### config.mk
export PLATFORM = sky130hd
export DESIGN_NAME = mem_arbiter
export DESIGN_NICKNAME = d
export VERILOG_FILES = /design/src/rtl/mem_arbiter.sv
export SDC_FILE = /design/constraint.sdc
export NUM_CORES = 1
export LEC_CHECK = 0
export ABC_AREA = 1
export CORE_MARGIN = 3
export CORE_UTILIZATION = 37
export DETAILED_ROUTE_END_ITERATION = 7
export HOLD_SLACK_MARGIN = 0.15
export PLACE_DENSITY_LB_ADDON = 0.05
export RECOVER_POWER = 100
export SKIP_CTS_REPAIR_TIMING = 1
export SKIP_LAST_GASP = 1
export SLEW_MARGIN = 20
export SYNTH_ARGS = -nofsm -noshare
export SYNTH_HDL_FRONTEND = slang
export SYNTH_SLANG_ARGS = --single-unit
### constraint.sdc
create_clock -name clk -period 1.7 [get_ports clk]
set_input_delay 0.255 -clock clk [delete_from_list [all_inputs] [get_ports clk]]
set_output_delay 0.255 -clock clk [all_outputs]
set_load 0.005 [all_outputs]
### src/rtl/mem_arbiter.sv
// Single-ported memory arbiter between instruction fetch (I) and data (D) requesters.
// D has priority, bounded by a streak limit while fetch waits; WAIT is guarded by an ack timeout.
module mem_arbiter #(
    parameter int ADDR_W       = 16,
    parameter int DATA_W       = 16,
    parameter int MAX_D_STREAK = 4,
    parameter int TIMEOUT      = 16
) (
    input  logic              clk,
    input  logic              rst,
    input  logic              i_req,
    input  logic [ADDR_W-1:0] i_addr,
    output logic              i_done,
    output logic [DATA_W-1:0] i_rdata,
    input  logic              d_req,
    input  logic              d_wr,
    input  logic [ADDR_W-1:0] d_addr,
    input  logic [DATA_W-1:0] d_wdata,
    output logic              d_done,
    output logic [DATA_W-1:0] d_rdata,
    output logic              err,
    output logic              busy,
    output logic              mem_enable,
    output logic              mem_wr,
    output logic [ADDR_W-1:0] mem_addr,
    output logic [DATA_W-1:0] mem_wdata,
    input  logic [DATA_W-1:0] mem_rdata,
    input  logic              mem_data_valid
);

    localparam int STREAK_W = (MAX_D_STREAK < 1) ? 1 : $clog2(MAX_D_STREAK + 1);
    localparam int TMO_W    = (TIMEOUT < 2) ? 1 : $clog2(TIMEOUT + 1);
    localparam logic [STREAK_W-1:0] STREAK_MAX = STREAK_W'(MAX_D_STREAK);
    localparam logic [TMO_W-1:0]    TMO_LAST   = TMO_W'(TIMEOUT - 1);
    localparam logic OWNER_D = 1'b0;
    localparam logic OWNER_I = 1'b1;

    typedef enum logic [1:0] {
        ST_IDLE  = 2'd0,
        ST_ISSUE = 2'd1,
        ST_WAIT  = 2'd2,
        ST_DONE  = 2'd3
    } state_t;

    state_t              state_r, state_s;
    logic                owner_r, owner_s;
    logic                wr_r, wr_s;
    logic [STREAK_W-1:0] streak_r, streak_s;
    logic [TMO_W-1:0]    tmo_r, tmo_s;
    logic [ADDR_W-1:0]   addr_r, addr_s;
    logic [DATA_W-1:0]   wdata_r, wdata_s;
    logic                i_done_r, i_done_s;
    logic [DATA_W-1:0]   i_rdata_r, i_rdata_s;
    logic                d_done_r, d_done_s;
    logic [DATA_W-1:0]   d_rdata_r, d_rdata_s;
    logic                err_r, err_s;
    logic                busy_r, busy_s;
    logic                mem_enable_r, mem_enable_s;
    logic                mem_wr_r, mem_wr_s;
    logic [DATA_W-1:0]   capture_s;

    function automatic logic [STREAK_W-1:0] sat_inc(input logic [STREAK_W-1:0] value);
        logic [STREAK_W-1:0] result;
        if (value == STREAK_MAX) begin
            result = value;
        end else begin
            result = value + STREAK_W'(1);
        end
        return result;
    endfunction

    // Next-state and next-output computation; every output is registered from these values.
    always_comb begin
        state_s      = state_r;
        owner_s      = owner_r;
        wr_s         = wr_r;
        streak_s     = streak_r;
        tmo_s        = tmo_r;
        addr_s       = addr_r;
        wdata_s      = wdata_r;
        i_done_s     = 1'b0;
        i_rdata_s    = {DATA_W{1'b0}};
        d_done_s     = 1'b0;
        d_rdata_s    = {DATA_W{1'b0}};
        err_s        = 1'b0;
        mem_enable_s = 1'b0;
        mem_wr_s     = 1'b0;
        capture_s    = {DATA_W{1'b0}};

        case (state_r)
            ST_IDLE: begin
                // Data wins unless fetch is waiting and data already used its whole streak.
                if (d_req && !(i_req && (streak_r == STREAK_MAX))) begin
                    state_s      = ST_ISSUE;
                    owner_s      = OWNER_D;
                    wr_s         = d_wr;
                    addr_s       = d_addr;
                    wdata_s      = d_wdata;
                    streak_s     = sat_inc(streak_r);
                    mem_enable_s = 1'b1;
                    mem_wr_s     = d_wr;
                end else if (i_req) begin
                    state_s      = ST_ISSUE;
                    owner_s      = OWNER_I;
                    wr_s         = 1'b0;
                    addr_s       = i_addr;
                    wdata_s      = {DATA_W{1'b0}};
                    streak_s     = {STREAK_W{1'b0}};
                    mem_enable_s = 1'b1;
                    mem_wr_s     = 1'b0;
                end else begin
                    state_s = ST_IDLE;
                end
            end
            ST_ISSUE: begin
                state_s = ST_WAIT;
                tmo_s   = {TMO_W{1'b0}};
            end
            ST_WAIT: begin
                if (mem_data_valid) begin
                    state_s = ST_DONE;
                    // Write acks carry no data back to the requester.
                    if (wr_r) begin
                        capture_s = {DATA_W{1'b0}};
                    end else begin
                        capture_s = mem_rdata;
                    end
                    err_s = 1'b0;
                end else if (tmo_r == TMO_LAST) begin
                    state_s   = ST_DONE;
                    capture_s = {DATA_W{1'b0}};
                    err_s     = 1'b1;
                    tmo_s     = tmo_r + TMO_W'(1);
                end else begin
                    state_s = ST_WAIT;
                    tmo_s   = tmo_r + TMO_W'(1);
                end
                if (state_s == ST_DONE) begin
                    if (owner_r == OWNER_I) begin
                        i_done_s  = 1'b1;
                        i_rdata_s = capture_s;
                    end else begin
                        d_done_s  = 1'b1;
                        d_rdata_s = capture_s;
                    end
                end else begin
                    i_done_s = 1'b0;
                    d_done_s = 1'b0;
                end
            end
            ST_DONE: begin
                state_s = ST_IDLE;
            end
            default: begin
                state_s = ST_IDLE;
            end
        endcase

        busy_s = (state_s != ST_IDLE);
    end

    // State, bookkeeping and output registers with synchronous reset.
    always_ff @(posedge clk) begin
        if (rst) begin
            state_r      <= ST_IDLE;
            owner_r      <= OWNER_D;
            wr_r         <= 1'b0;
            streak_r     <= {STREAK_W{1'b0}};
            tmo_r        <= {TMO_W{1'b0}};
            addr_r       <= {ADDR_W{1'b0}};
            wdata_r      <= {DATA_W{1'b0}};
            i_done_r     <= 1'b0;
            i_rdata_r    <= {DATA_W{1'b0}};
            d_done_r     <= 1'b0;
            d_rdata_r    <= {DATA_W{1'b0}};
            err_r        <= 1'b0;
            busy_r       <= 1'b0;
            mem_enable_r <= 1'b0;
            mem_wr_r     <= 1'b0;
        end else begin
            state_r      <= state_s;
            owner_r      <= owner_s;
            wr_r         <= wr_s;
            streak_r     <= streak_s;
            tmo_r        <= tmo_s;
            addr_r       <= addr_s;
            wdata_r      <= wdata_s;
            i_done_r     <= i_done_s;
            i_rdata_r    <= i_rdata_s;
            d_done_r     <= d_done_s;
            d_rdata_r    <= d_rdata_s;
            err_r        <= err_s;
            busy_r       <= busy_s;
            mem_enable_r <= mem_enable_s;
            mem_wr_r     <= mem_wr_s;
        end
    end

    assign i_done     = i_done_r;
    assign i_rdata    = i_rdata_r;
    assign d_done     = d_done_r;
    assign d_rdata    = d_rdata_r;
    assign err        = err_r;
    assign busy       = busy_r;
    assign mem_enable = mem_enable_r;
    assign mem_wr     = mem_wr_r;
    assign mem_addr   = addr_r;
    assign mem_wdata  = wdata_r;

endmodule

==> summary.md, run 1 <==
| Metric | Value |
|---|---|
| Status | completed |
| CTS sink count | 82 |
| ANT cells | 0 |
| Crit Reg-Reg Startpoint | tmo_r[1] |
| Final Total Pwr | 0.004764 W |
| Combinational power share | 20.4% |
| Critical path's largest stage delay | 0.36 ns |
| Via count | 2903 |
| Mapped Nets | 484 |
| DIE HEIGHT | 97.97 microns |
| Initial core utilization | 39.27% |
| GRT overflow | 0 |
| Post-Synthesis Cells | 406 |
| Hold EP | mem_wr |
| WP buf/inv | 3 |
| Min Tclk post-route | 1.559 ns |
| Post-synthesis simple-gate area fraction | 29.15% |
| Leading post-synthesis cells by cell area | dfxtp_1 (52%), nand2_1 (13%), inv_1 (6.7%) |
| Final ANT Viol Nets | 0 |
| Yosys top cell by area | dfxtp_1 |
| Setup violators final | 0 |
| RSZ-0062 raised after global routing | false |
| Min-Delay Path Class | input port to flip-flop |
| XOR/XNOR Fraction of Synth Area | 0% |
| DR WL/cell | 12.14 microns |
| Fillers | 720 |
| Clock Power Share | 35.1% |
| Htree depth | 3 |
| CTS tree | done |
| Yosys cell types | 25 |
| Sequential share of the synthesized area | 52.46% |
| Num CTS Buffers | 9 |
| Initial antenna violation count | 0 |
| Measured slew at the worst slew-check pin | 0.3380 ns |
| Drt pass-1 iters | 4 |
| First-pass GRT wire length | 13010 microns |
| Clk_lat worst skew | 0.34 ns |
| P_sw | 0.001239 W |
| CP startpoint kind | flip-flop |
| Clock Tree Buf Depth | 2 |
| Max-Cap Viols | 0 |
| Placed insts | 639 |
| Yosys warns | 0 |
| CP delay by family, top | flip-flops |
| R2R depth | 9 |
| WS Path Type | flip-flop to flip-flop |
| WP data arrival | 1.83 ns |
| Slew headroom | 77.33% |
| Initial DRC count | 88 |
| Ports | 140 |
| Sw Ratio | 26.02% |
| Port Buffers | 139 |
| Complex-gate fraction of the synthesized area | 4.598% |
| Drc violations | 0 |
| Drt total wl | 7940 microns |
| Hold_sp | d_wr |
| Full die area | 9597 sq um |
| Total core area | 7968 sq um |
| Worst Setup End Kind | flip-flop |
| Fin. Hold Viols | 0 |
| Worst reg2reg endpoint | d_rdata[11] |
| Die width | 97.97 microns |
| Crit-path max FO | 17 |
| Post-detail-place hpwl | 5885 microns |
| Nets@finish | 626 |
| Multiplexer share of the synthesized area | 0% |
| Peak VDD IR | 567.8 uV |
| Crit share post-route | 91.73% |
| Post-synth top area share | 52.46% |
| Post-Syn Area | 3129 sq um |
| Vias per inst | 4.439 |
| Footprint of the multi-input gates | 1199 sq um |
| CP Data Required Time | 1.97 ns |
| Slew Limit Fails | 0 |
| Worst-path clk slew | 0.09 ns |
| Static Leak | 2.359 nW |
| Area delta synth->final | 57.98% |
| Hold Path Depth | 3 |
| Yosys reg bits | 82 |
| Sequential power share | 44.5% |
| Adder-Cell Fraction of Synth Area | 3.199% |
| Final core utilization | 62.04% |
| Syn_area_per_cell | 7.708 sq um |
| Max Fclk | 641.3 MHz |
| Sum Neg Setup Slack | 0 ns |
| Pin count of the biggest net entering global routing | 33 |
| Worst Clk Skew | 0.009213 ns |
| Gpl congestion | 0.7705 |
| Largest family of logic cells by synthesized area | simple AND/OR/NAND/NOR gates |
| Cell Chain, Critical Path | ha_1 > inv_1 > nor3_2 > ha_1 > inv_1 > a21oi_4 > nand3_2 > buf_12 > nor3_1 |
| Total track usage | 16.58% |
| Crit path max-delay cell type | dfxtp_1 |
| Fraction of layout cells with a size suffix above 1 | 7.790% |
| R2R Setup Slk | 0.14 ns |
| Pwr dens | 963.6 nW/um^2 |
| Cell internal pwr | 0.003524 W |
| Vias in the first global route | 2799 |
| CP Depth | 9 |
| Sequential cell area | 1643 sq um |
| CTS Root Cell | clkbuf_8 |
| # rows | 32 |
| Finished Layout Cells | 654 |
[how the worst max path moves through the flow]
stage | start | to | slack, ns
finish | tmo_r[1] | d_rdata[11] | 0.14
floorplan | tmo_r[0] | d_rdata[10] | 0.13
detailed placement | tmo_r[0] | d_rdata[0] | 0.03
global route | tmo_r[1] | d_rdata[13] | 0.02
global placement | rst | i_rdata[9] | 0.13
CTS | tmo_r[0] | d_rdata[0] | -0.003
[registers in the layout, indices dropped and copies added (netlist names), 2 cells and up]
name       flops
d_rdata       16
state_r        2
streak_r       3
tmo_r          5
i_rdata       16
mem_addr      16
mem_wdata     16
[cells in the final DEF, fill, tap and decap left out, drive strengths merged, types with 9 or more instances in the layout]
master         synthesis  routed
clkbuf                 2       9
dfxtp                 82      82
nand3                 24      24
nor3                  37      37
clkdlybuf4s50          0      68
buf                   15       9
dlygate4sd3            0      71
a21oi                 23      23
inv                   58      60
nor2                  43      43
nand2                106     106
[synth_stat cells (all sizes together)]
| master | number |
|---|---|
| ha | 8 |
| nand2 | 106 |
| clkbuf | 2 |
| dfxtp | 82 |
| nor2 | 43 |
| a21oi | 23 |
| buf | 15 |
| nor3 | 37 |
| o21ai | 5 |
| inv | 58 |
| clkinv | 1 |
| nand3 | 24 |
| or2 | 2 |
[kinds of logic after synthesis]
logic type | Yosys count
AOI/OAI and AO/OA | 28
DFF | 82
and+or+nand+nor | 212
buffers and inverters | 76
adders and majority gates | 8
[layout make-up]
type                       count  share of cell area, %
timing repair buffer         148                  30.68
clock buffer                   9                  2.506
clock inverter                 6                  2.278
inverter                      59                  4.480
sequential                    82                  33.23
multi-input combinational    248                  24.25
tap                          102                  2.582
[stage by stage]
step | hold slack (ns) | setup WS [ns] | area [sq um]
2_1_floorplan | 0.3891 | 0.1252 | 3129
3_3_place_gp | 0.4524 | 0.1252 | 4681
3_5_place_dp | 0.4567 | 0.02836 | 4681
4_1_cts | 0.4312 | -0.003491 | 4917
5_1_grt | 0.4477 | 0.02382 | 4943
6_report | 0.4476 | 0.1406 | 4943
[per-layer routing]
layer  part of all wire, %  up-vias  global-route usage, %
met2                    49       81                  28.32
met3                   6.8        9                  4.857
met5                     0        -                      0
met4                   1.4        0                  6.390
li1                      -     1533                      -
met1                    43     1280                  19.60
[worst reg2reg max path: cells and delay by family (launching register included)]
family,cells,cell delay (ns)
AO/OA/AOI/OAI,1,0.17
buffers and inverters,3,0.30
AND/OR/NAND/NOR,3,0.34
flip-flops,1,0.36
adder cells (fa/ha/maj),2,0.33
[power by group through the flow]
stage | sequential (W) | clock [W] | combinational, W
6_report | 0.00212 | 0.00167 | 0.000970
5_1_grt | 0.00214 | 0.00178 | 0.00109
4_1_cts | 0.00213 | 0.00172 | 0.00103
3_5_place_dp | 0.00217 | 0 | 0.00103
3_3_place_gp | 0.00217 | 0 | 0.00102
2_1_floorplan | 0.00218 | 0 | 0.000503
No activity file was read; power rests on OpenSTA's default activity.
==> run 2, diff against run 1 <==
- CTS_CLUSTER_SIZE: unset -> 8
==> results of run 2 <==
The final DEF is identical to that of run 1; final timing and power are the same.
